File: src/rtl/pe_bypass.sv
// Operand bypass unit for a 5-stage PE pipeline: picks the newest in-flight value
// for each decode-stage source, registers it into EX and raises the load-use hold.
module pe_bypass #(
  parameter int Para_Data_Width     = 32,
  parameter int Para_RF_Index_Width = 5
) (
  input  logic                           iClk,
  input  logic                           iReset_n,
  input  logic                           iID_Valid,
  input  logic [Para_RF_Index_Width-1:0] iIF_RF_Read_Addr_A,
  input  logic [Para_RF_Index_Width-1:0] iIF_RF_Read_Addr_B,
  input  logic                           iID_Read_En_A,
  input  logic                           iID_Read_En_B,
  input  logic [Para_Data_Width-1:0]     iRF_BP_Read_Data_A,
  input  logic [Para_Data_Width-1:0]     iRF_BP_Read_Data_B,
  input  logic                           iEX_Write_Enable,
  input  logic [Para_RF_Index_Width-1:0] iEX_Write_Addr,
  input  logic [Para_Data_Width-1:0]     iEX_Write_Data,
  input  logic                           iEX_Is_Load,
  input  logic                           iMEM_Write_Enable,
  input  logic [Para_RF_Index_Width-1:0] iMEM_Write_Addr,
  input  logic [Para_Data_Width-1:0]     iMEM_Write_Data,
  input  logic                           iWB_RF_Write_Enable,
  input  logic [Para_RF_Index_Width-1:0] iWB_RF_Write_Addr,
  input  logic [Para_Data_Width-1:0]     iWB_RF_Write_Data,
  input  logic                           iStall,
  input  logic                           iFlush,
  output logic [Para_Data_Width-1:0]     oBP_EX_Operand_A,
  output logic [Para_Data_Width-1:0]     oBP_EX_Operand_B,
  output logic                           oBP_EX_Valid,
  output logic [1:0]                     oBP_EX_Src_A,
  output logic [1:0]                     oBP_EX_Src_B,
  output logic                           oBP_Load_Use_Stall,
  output logic [15:0]                    oBP_Stall_Count
);

  typedef enum logic [1:0] {
    SrcRf  = 2'd0,
    SrcWb  = 2'd1,
    SrcMem = 2'd2,
    SrcEx  = 2'd3
  } srcSel_t;

  localparam int IW = Para_RF_Index_Width;
  localparam int DW = Para_Data_Width;

  // Indices 0 (zero) and 1 (PE ID) are not real pipeline results.
  function automatic logic isForwardable(input logic [IW-1:0] idx);
    return idx > IW'(1);
  endfunction

  // A load in EX has no data yet, so it never wins the priority chain.
  function automatic srcSel_t pickSource(
    input logic [IW-1:0] idx,
    input logic          exFwdEn,
    input logic [IW-1:0] exAddr,
    input logic          memEn,
    input logic [IW-1:0] memAddr,
    input logic          wbEn,
    input logic [IW-1:0] wbAddr
  );
    if (!isForwardable(idx))             return SrcRf;
    else if (exFwdEn && exAddr == idx)   return SrcEx;
    else if (memEn && memAddr == idx)    return SrcMem;
    else if (wbEn && wbAddr == idx)      return SrcWb;
    else                                 return SrcRf;
  endfunction

  function automatic logic [DW-1:0] muxSource(
    input srcSel_t       sel,
    input logic [DW-1:0] rfData,
    input logic [DW-1:0] wbData,
    input logic [DW-1:0] memData,
    input logic [DW-1:0] exData
  );
    case (sel)
      SrcEx:   return exData;
      SrcMem:  return memData;
      SrcWb:   return wbData;
      default: return rfData;
    endcase
  endfunction

  logic          exFwdEn;
  srcSel_t       selSrcA, selSrcB;
  logic [DW-1:0] selDataA, selDataB;
  logic          loadHitA, loadHitB;
  logic          loadUse;

  assign exFwdEn = iEX_Write_Enable && !iEX_Is_Load;

  // NOTE: every signal driven here gets a default first, so no path can infer a latch.
  always_comb begin
    selSrcA  = SrcRf;
    selSrcB  = SrcRf;
    selDataA = iRF_BP_Read_Data_A;
    selDataB = iRF_BP_Read_Data_B;

    selSrcA = pickSource(iIF_RF_Read_Addr_A, exFwdEn, iEX_Write_Addr,
                         iMEM_Write_Enable, iMEM_Write_Addr,
                         iWB_RF_Write_Enable, iWB_RF_Write_Addr);
    selSrcB = pickSource(iIF_RF_Read_Addr_B, exFwdEn, iEX_Write_Addr,
                         iMEM_Write_Enable, iMEM_Write_Addr,
                         iWB_RF_Write_Enable, iWB_RF_Write_Addr);

    selDataA = muxSource(selSrcA, iRF_BP_Read_Data_A, iWB_RF_Write_Data,
                         iMEM_Write_Data, iEX_Write_Data);
    selDataB = muxSource(selSrcB, iRF_BP_Read_Data_B, iWB_RF_Write_Data,
                         iMEM_Write_Data, iEX_Write_Data);
  end

  assign loadHitA = iID_Read_En_A && isForwardable(iIF_RF_Read_Addr_A)
                    && (iIF_RF_Read_Addr_A == iEX_Write_Addr);
  assign loadHitB = iID_Read_En_B && isForwardable(iIF_RF_Read_Addr_B)
                    && (iIF_RF_Read_Addr_B == iEX_Write_Addr);
  assign loadUse  = iID_Valid && iEX_Write_Enable && iEX_Is_Load && (loadHitA || loadHitB);

  assign oBP_Load_Use_Stall = loadUse;

  // NOTE: sequential state uses non-blocking assignments so all registers sample
  // the same pre-edge values; reset is asynchronous and leaves nothing pending.
  always_ff @(posedge iClk or negedge iReset_n) begin
    if (!iReset_n) begin
      oBP_EX_Operand_A <= '0;
      oBP_EX_Operand_B <= '0;
      oBP_EX_Src_A     <= SrcRf;
      oBP_EX_Src_B     <= SrcRf;
      oBP_EX_Valid     <= 1'b0;
    end else if (iFlush) begin
      oBP_EX_Valid <= 1'b0;
    end else if (iStall) begin
      oBP_EX_Valid <= oBP_EX_Valid;
    end else if (loadUse) begin
      oBP_EX_Operand_A <= '0;
      oBP_EX_Operand_B <= '0;
      oBP_EX_Src_A     <= SrcRf;
      oBP_EX_Src_B     <= SrcRf;
      oBP_EX_Valid     <= 1'b0;
    end else begin
      oBP_EX_Operand_A <= selDataA;
      oBP_EX_Operand_B <= selDataB;
      oBP_EX_Src_A     <= selSrcA;
      oBP_EX_Src_B     <= selSrcB;
      oBP_EX_Valid     <= iID_Valid;
    end
  end

  // Counts only bubbles that are actually inserted, saturating at all-ones.
  always_ff @(posedge iClk or negedge iReset_n) begin
    if (!iReset_n) begin
      oBP_Stall_Count <= 16'd0;
    end else if (loadUse && !iStall && !iFlush && oBP_Stall_Count != 16'hFFFF) begin
      oBP_Stall_Count <= oBP_Stall_Count + 16'd1;
    end
  end

endmodule
File: config.mk
export PLATFORM = sky130hd
export DESIGN_NAME = pe_bypass
export DESIGN_NICKNAME = d
export VERILOG_FILES = /design/src/rtl/pe_bypass.sv
export SDC_FILE = /design/constraint.sdc
export NUM_CORES = 1
export LEC_CHECK = 0
export CAP_MARGIN = 20
export CORE_ASPECT_RATIO = 0.7
export CORE_UTILIZATION = 45
export CTS_BUF_LIST = sky130_fd_sc_hd__clkbuf_2
export DETAILED_ROUTE_END_ITERATION = 12
export MAX_ROUTING_LAYER = met4
export PLACE_DENSITY = 0.88
export SLEW_MARGIN = 5
export SYNTH_ARGS = -nofsm -noshare
export SYNTH_HDL_FRONTEND = slang
export SYNTH_SLANG_ARGS = --single-unit
File: constraint.sdc
create_clock -name iClk -period 4.65 [get_ports iClk]
set_clock_uncertainty 0.1 [all_clocks]
set_input_delay 0.93 -clock iClk [delete_from_list [all_inputs] [get_ports iClk]]
set_output_delay 0.93 -clock iClk [all_outputs]
set_load 0.02 [all_outputs]
==> impl.org, run 1 <==
** Die
- Die W :: between 100 and 150 µm
- Starting density of the core :: 0.4701
- In this run the standard cell core region covers ~12000 µm².
- Number of placement rows :: 33
- The floorplan step defined a die boundary enclosing roughly 13000 µm².
- Measured along the y axis, the die boundary spans approximately 95 µm.
- Number of top-level design ports :: 282

** Yosys
- Warnings from Yosys :: 0
- The biggest area contributor in the post-synthesis netlist is sky130_fd_sc_hd__dfrtp_1.
- In the synthesized netlist, the number of instances is 670.
- A synthesized cell averages ~8.4 µm².
- Counting distinct cell types in the post-synthesis netlist gives 50.
- Of the synthesized area, sequential elements account for 0.3792.
- Counting flops and latches in the post-synthesis netlist gives 85.
- When the netlist entered floorplanning its net count stood at just under 900.
- Of the post-synthesis cell area, the dominant cell type holds 0.3792.
- After synthesis, the cell types taking the most area are sky130_fd_sc_hd__dfrtp_1 38%, sky130_fd_sc_hd__o21ai_0 8.8%, sky130_fd_sc_hd__nand2_1 6.8%.
- In this run the cell area of the synthesized design comes to approximately 5600 µm².
- Share of flip-flops with an asynchronous set or reset :: 1.000
- Most frequently used flop master after synthesis :: sky130_fd_sc_hd__dfrtp_1
- Number of synthesized flops with an enable pin :: 0

** Clocking
- The clock reaches the later pin of the worst-skew pair after between 0.5 and 0.6 ns.
- Maximum buffer depth of the clock tree :: 2
- The number of gates resized after CTS was 0.
- Hold bufs inserted after CTS :: 0
- Root buffer cell :: sky130_fd_sc_hd__clkbuf_2
- Postcts setup bufs :: 0
- CTS tree :: yes
- Number of buffers added by the clock tree synthesis step :: 9
- Worst-path clk slew :: ~0.25 ns
- CTS H-tree depth :: 3
- Number of clock sinks :: 85

** Route
- Drt first-iter violations :: 524
- Wires add up to 21.71 mm.
- DRC violations left :: 0
- WL/cell :: about 20 µm
- Average via count per standard cell :: about 6
- In this run the remaining antenna-violating nets after routing total 0.
- Before antenna repair, the detailed router went through 5 iterations.
- The detailed router placed around 6500 vias in this run.

** Placement
- Placed wire-length estimate after detailed placement :: ~15 mm
- Routability-driven placement finished with a final weighted congestion of a little over 0.9.
- Buffers on Ports :: 281

** GRT
- Global routing finished with a remaining overflow of 0.
- The via count of the first global-routing pass came to 6035.
- Overall track demand over capacity in global routing :: 0.3417
- Entering global routing, the biggest net connects 65 pins.
- Wire length of the first global-routing pass :: approximately 32 mm
- Antenna violations before repair :: 0

** Setup path
- Among all stages on the critical path, the largest delay is contributed by sky130_fd_sc_hd__clkdlybuf4s50_1.
- The cell that appears most often on the critical path is sky130_fd_sc_hd__clkdlybuf4s50_1.
- STA puts the critical path data arrival time at around 3 ns.
- Crit-path cells :: clkdlybuf4s50_1 > xnor2_1 > nand4_1 > nor3_2 > nor2_1 > inv_1 > clkdlybuf4s50_1
- Critical setup path kind :: in2out
- STA puts the critical path data required time at approximately 3.6 ns.
- Delay of the slowest critical-path stage :: approximately 0.6 ns
- Largest fanout on the critical path :: 5
- STA classifies the critical path endpoint as an output port.
- Worst Setup Start Kind :: primary input

** Layout
- In the final layout, the share of cells above drive strength 1 is 0.06472.
- The net count of the finished layout is 1119.
- The area growth from synthesis to layout is 54.61%.
- 0 antenna diodes ended up in the layout.

** Timing
- For the final routed database, the setup TNS stands at 0 ns.
- Counting I/O delays and the setup requirement, the final critical path takes 4.115 ns.
- Fin. max-slew vios :: 0
- Total of endpoints with negative setup slack in the final report :: 0
- Period Utilization, post-route :: 0.8849
- Setup repair after global routing left no endpoint under its margin.
- Highest achievable clock rate :: ~240 MHz
- Worst slew margin :: 0.3133
- Slew of the pin with the lowest slew margin :: 1.027 ns
- Hold violation total from the final report :: 0

** Run
- Max-cap violations in this run came to 0.

** Run status
- The run finished with clean final reports.

** Power and ir drop
- Overall power of the completed layout :: about 2.1 mW
- Power density over the cells :: between 200 and 250 nW/µm²
- Peak supply drop :: around 0.17 mV
- Standby leakage power :: 3.442 nW

** Worst hold path
- Path class of the lowest-slack min-delay path :: in2async
[worst max-delay path, delay by kind of cell]
kind                   cells  cell delay, ns
XOR/XNOR                   1            0.15
buffers and inverters      3            1.33
AND/OR/NAND/NOR            3            0.67
[stage by stage]
stage | util | hold slack, ns | instances | setup WS, ns | area (µm²)
finish | 0.7267 | 0.3140 | 1084 | 0.5351 | 8672
global route | 0.7267 | 0.3369 | 1084 | 0.3582 | 8672
CTS | 0.7267 | 0.3223 | 1084 | 0.5144 | 8672
detailed placement | 0.7139 | 0.3724 | 1068 | 0.5128 | 8518
global placement | 0.7139 | 0.3583 | 1068 | 0.5311 | 8518
floorplan | - | 0.4827 | 670 | 1.428 | 5609
[cell type report]
| type | instances | area, µm² |
|---|---|---|
| Tap cell | 157 | 196.4 |
| Multi-Input combinational cell | 518 | 3196 |
| Clock inverter | 5 | 98.84 |
| Timing Repair Buffer | 301 | 2973 |
| Clock buffer | 11 | 55.05 |
| Sequential cell | 85 | 2127 |
| Fill cell | 913 | 3261 |
| Inverter | 7 | 26.28 |
[placed cells by master, fill, tap and decap left out, types with 6 or more instances in the layout]
| master | netlist | final |
|---|---|---|
| sky130_fd_sc_hd__xor2_1 | 19 | 19 |
| sky130_fd_sc_hd__o32ai_1 | 26 | 26 |
| sky130_fd_sc_hd__clkdlybuf4s50_1 | 0 | 280 |
| sky130_fd_sc_hd__a2bb2oi_1 | 31 | 31 |
| sky130_fd_sc_hd__xnor2_1 | 24 | 24 |
| sky130_fd_sc_hd__nor3_1 | 39 | 37 |
| sky130_fd_sc_hd__o21ai_1 | 61 | 61 |
| sky130_fd_sc_hd__nor2_1 | 7 | 7 |
| sky130_fd_sc_hd__nand3_1 | 10 | 10 |
| sky130_fd_sc_hd__clkbuf_2 | 2 | 11 |
| sky130_fd_sc_hd__nand2_1 | 101 | 101 |
| sky130_fd_sc_hd__o21ai_0 | 99 | 99 |
| sky130_fd_sc_hd__nand4_1 | 7 | 7 |
| sky130_fd_sc_hd__o21a_1 | 26 | 26 |
| sky130_fd_sc_hd__nor3_2 | 6 | 8 |
| sky130_fd_sc_hd__inv_1 | 7 | 7 |
| sky130_fd_sc_hd__buf_4 | 5 | 20 |
| sky130_fd_sc_hd__and3_1 | 6 | 6 |
| sky130_fd_sc_hd__dfrtp_1 | 85 | 85 |
[registers in the layout (all words and copies together), names as in the netlist]
register / cells
oBP_EX_Src_A: 2
oBP_Stall_Count: 16
oBP_EX_Operand_A: 32
oBP_EX_Operand_B: 32
oBP_EX_Valid: 1
oBP_EX_Src_B: 2
[where the power goes]
group / leakage, nW / internal (mW) / switching [mW]
clock network: 0.0936 / 0.234 / 0.258
logic: 2.27 / 0.363 / 0.342
registers: 1.08 / 0.820 / 0.0482
[synthesized netlist by cell type (5+ instances only)]
library cell	instances
sky130_fd_sc_hd__mux2i_1	5
sky130_fd_sc_hd__clkbuf_1	33
sky130_fd_sc_hd__xnor2_1	24
sky130_fd_sc_hd__o32ai_1	26
sky130_fd_sc_hd__nand2_1	101
sky130_fd_sc_hd__a2bb2oi_1	31
sky130_fd_sc_hd__nor2_1	7
sky130_fd_sc_hd__and3_1	6
sky130_fd_sc_hd__nand4_1	7
sky130_fd_sc_hd__nor3_1	39
sky130_fd_sc_hd__buf_2	19
sky130_fd_sc_hd__o32a_1	5
sky130_fd_sc_hd__nor3_2	6
sky130_fd_sc_hd__buf_4	5
sky130_fd_sc_hd__dfrtp_1	85
sky130_fd_sc_hd__xor2_1	19
sky130_fd_sc_hd__nand3_1	10
sky130_fd_sc_hd__inv_1	7
sky130_fd_sc_hd__o21ai_1	61
sky130_fd_sc_hd__o21ai_0	99
sky130_fd_sc_hd__nor4_1	5
sky130_fd_sc_hd__o21a_1	26
[worst paths after layout]
| path | slack [ns] | from | depth (start not counted) | to |
|---|---|---|---|---|
| hold reg to reg | 0.41 | oBP_Stall_Count[7] | 1 | oBP_Stall_Count[7] |
| setup reg to reg | 2.10 | oBP_Stall_Count[0] | 7 | oBP_Stall_Count[1] |
| min in group iClk | 0.41 | oBP_Stall_Count[7] | 1 | oBP_Stall_Count[7] |
| setup / recovery | 0.54 | iIF_RF_Read_Addr_B[2] | 7 | oBP_Load_Use_Stall |
| max in group asynchronous | 3.22 | iReset_n | 2 | oBP_EX_Operand_A[29] |
| hold / removal | 0.31 | iReset_n | 1 | oBP_EX_Operand_B[3] |
[per-layer routing]
layer / global-route usage / up-vias / wire [µm]
met4: 0.1208 / 0 / 546
met2: 0.5256 / 408 / 9794
met3: 0.07177 / 40 / 2210
li1: - / 2960 / -
met1: 0.4465 / 3065 / 9155
met5: - / - / 0
[logic make-up after synthesis]
kind of cell    Yosys count  share of synthesized area
mux                       7                    0.01294
fa+ha+maj                 1                   0.002230
xor+xnor                 43                    0.06714
compound gates          263                     0.3009
flops                    85                     0.3792
simple gates            204                     0.1834
buf+inv                  67                    0.05421
Power figures use the tool's default switching activity.
==> run 2: changes to the inputs <==
--- a/config.mk
+++ b/config.mk
@@ -10,6 +10,7 @@
 export CORE_UTILIZATION = 45
 export CTS_BUF_LIST = sky130_fd_sc_hd__clkbuf_2
 export DETAILED_ROUTE_END_ITERATION = 12
+export GPL_ROUTABILITY_DRIVEN = 0
 export MAX_ROUTING_LAYER = met4
 export PLACE_DENSITY = 0.88
 export SLEW_MARGIN = 5
==> impl.org, run 2 (synthesis gave the netlist of run 1 again) <==
** Run status
- Status :: completed

** Clocking
- Root buffer cell :: sky130_fd_sc_hd__clkbuf_2
- The maximum clock insertion buffer count is 2 (unchanged).
- CTS tree :: yes
- Worst-path clk slew :: 0.23 ns (-0.02 ns)
- Quantity of gates resized following cts :: 0 (unchanged)
- Number of clock sinks :: 85 (unchanged)
- CTS H-tree depth :: 3 (unchanged)
- Hold bufs inserted after CTS :: 0 (unchanged)
- Postcts setup bufs :: 0 (unchanged)
- The clock buffer count from CTS is 9 (unchanged).
- Worst-Skew Late Latency :: 0.57 ns (+0.02 ns)

** Route
- DRC violations left :: 0 (unchanged)
- Drt first-iter violations :: 614 (+17%)
- The final routed wire length divided by cell count came to 19.85 µm (-0.89%).
- The detailed-route vias per instance is 5.934 (-0.62%).
- Antenna Violating Nets Remaining :: 0 (unchanged)
- Wire length reported by the detailed router :: 21.47 mm (-1.1%)
- The first-pass iteration count of the detailed router is 5 (unchanged).
- The total via count in the routed design was 6421 (-0.80%).

** Setup path
- Crit-path cells :: clkdlybuf4s50_1 > xnor2_1 > nand4_1 > nor3_2 > nor2_1 > inv_1 > clkdlybuf4s50_1
- Count of cells along the worst register-to-register path :: 7 (unchanged)
- Delay of the slowest critical-path stage :: 0.61 ns (about the same)
- The worst setup path is launched from a primary input.
- Grouping stages by cell kind, the critical path spends the most delay in buffers and inverters.
- Required arrival time at the worst endpoint :: 3.62 ns (about the same)
- The worst setup path is of the in2out kind.
- Most Frequent Cell on Critical Path :: sky130_fd_sc_hd__clkdlybuf4s50_1
- The arrival time at the worst endpoint is 3.09 ns (about the same).
- The critical-path maximum fanout came to 5 (unchanged).
- The slowest stage of the critical path belongs to the cell sky130_fd_sc_hd__clkdlybuf4s50_1.
- The endpoint identified for the worst register-to-register timing path is oBP_Stall_Count[1].
- Slack of the worst reg-to-reg path :: 2.08 ns (-0.02 ns)
- In this run the critical register-to-register path is launched from oBP_Stall_Count[0].
- Depth of the critical timing path with buffers and inverters included :: 7 (unchanged)
- Startpoint of the worst setup timing path :: iIF_RF_Read_Addr_B[2]
- Following the worst setup path forward leads to its endpoint at oBP_Load_Use_Stall.
- Buffers & Inverters on Critical Path :: 3 (unchanged)
- Type of element capturing the critical path :: output port

** GRT
- The initial antenna violation count is 0 (unchanged).
- Largest net degree at the start of global routing :: 72 (+11%)
- Wire length of the first global-routing pass :: 32.26 mm (-0.72%)
- The total grt overflow came to 0 (unchanged).
- The via count of the first global-routing pass came to 6042 (+0.12%).
- The overall global routing resource usage was 0.3391 (-0.002617).

** Layout
- Layout overhead on the synthesized area :: 54.14%
- The antenna diode instance count came to 0 (unchanged).
- Fraction of layout cells with a size suffix above 1 :: 0.06162 (-0.003103)
- Commonest cells after routing, fill and taps aside :: 280 x sky130_fd_sc_hd__clkdlybuf4s50_1, 101 x sky130_fd_sc_hd__nand2_1, 99 x sky130_fd_sc_hd__o21ai_0
- Post-layout nets :: 1118 (-0.089%)
- Most common cell after layout, fill and taps aside :: sky130_fd_sc_hd__clkdlybuf4s50_1
- The largest registers in the layout are oBP_EX_Operand_A (32), oBP_EX_Operand_B (32), oBP_Stall_Count (16).

** Die
- The area of the die was 12920 µm² (unchanged).
- The die extent in x came to 135.4 µm (unchanged).
- The number of rows created at floorplan came to 33 (unchanged).
- Number of top-level design ports :: 282 (unchanged)
- Floorplan die height :: 95.41 µm (unchanged)
- Starting density of the core :: 0.4701 (unchanged)
- The placeable core area came to 11930 µm² (unchanged).

** Timing
- The number of hold violations in the final report is 0 (unchanged).
- Worst hold-check slack :: 0.3058 ns (-0.008246 ns)
- Period Utilization, post-route :: 0.8857 (about the same)
- The final setup violation count is 0 (unchanged).
- The time the final worst path needs with I/O delays and setup came to 4.119 ns (+0.003766 ns).
- Worst slew margin :: 0.4543 (+0.1410)
- The slew of the pin with the lowest slew margin is 0.8186 ns (-0.2084 ns).
- The total negative slack was 0 ns (unchanged).
- Setup repair after global routing left no endpoint under its margin.
- The fmax came to 242.8 MHz (about the same).
- The total count of max-transition violations in the final report came to 0 (unchanged).

** Power and ir drop
- Power density over the cells :: 238.2 nW/µm² (about the same)
- Peak supply drop :: 0.1871 mV (+9.8%)
- The cell leakage power came to 3.427 nW (-0.44%).

** Run
- Number of violations of the max-capacitance limit :: 0 (unchanged)

** Placement
- The number of input and output port buffers inserted came to 281 (unchanged).
- The detailed-placement wirelength estimate came to 15.27 mm (-1.2%).

** Worst hold path
- Path class of the lowest-slack min-delay path :: in2async
[run 2: worst min path at each step]
stage	end	slack [ns]	cells past startpoint
3_5_place_dp	oBP_EX_Src_B[1]	0.37	1
5_1_grt	oBP_EX_Operand_A[7]	0.30	1
6_report	oBP_EX_Operand_B[7]	0.31	1
2_1_floorplan	oBP_EX_Src_A[0]	0.48	2
3_3_place_gp	oBP_EX_Src_A[0]	0.35	2
4_1_cts	oBP_EX_Operand_B[6]	0.31	1
[run 2: final cells by class]
type | instances | area (µm²)
flip-flops and latches | 85 | 2127
multi-input cells | 518 | 3196
well taps | 157 | 196.4
inverters | 7 | 26.28
fillers | 952 | 3287
clock buffers | 9 | 45.04
repair buffers | 300 | 2953
clock inverters | 6 | 102.6
[run 2: worst register-to-register path: stages, from the launching register on]
cell                      delay (ns)
sky130_fd_sc_hd__dfrtp_1        0.48
sky130_fd_sc_hd__ha_1           0.22
sky130_fd_sc_hd__and3_1         0.32
sky130_fd_sc_hd__nand3_1        0.12
sky130_fd_sc_hd__o21ai_1        0.49
sky130_fd_sc_hd__buf_4          0.28
sky130_fd_sc_hd__or2_2          0.15
sky130_fd_sc_hd__mux2_2         0.33
[run 2: per-layer routing]
layer	share of wire	vias up	track usage
met1	0.41	2981	0.4386
met2	0.46	438	0.5308
met4	0.024	0	0.1086
li1	-	2951	-
met3	0.11	51	0.07337
met5	0	-	-
[run 2: per-stage QoR]
stage                     instance area, µm²  power (mW)  setup WS, ns    util  cells
final                                   8646       2.059        0.5313  0.7245   1082
after global routing                    8646       2.143        0.4329  0.7245   1082
after CTS                               8646       2.066        0.5245  0.7245   1082
after detailed placement                8498       1.579        0.5256  0.7122   1067
after global placement                  8498       1.571        0.5750  0.7122   1067
after floorplan                         5609       1.149         1.428       -    670
[run 2: power breakdown]
part | leakage, nW | internal, mW | total (mW) | switching, mW
clock network | 0.0868 | 0.224 | 0.490 | 0.266
registers | 1.08 | 0.820 | 0.867 | 0.0472
logic | 2.26 | 0.363 | 0.702 | 0.338
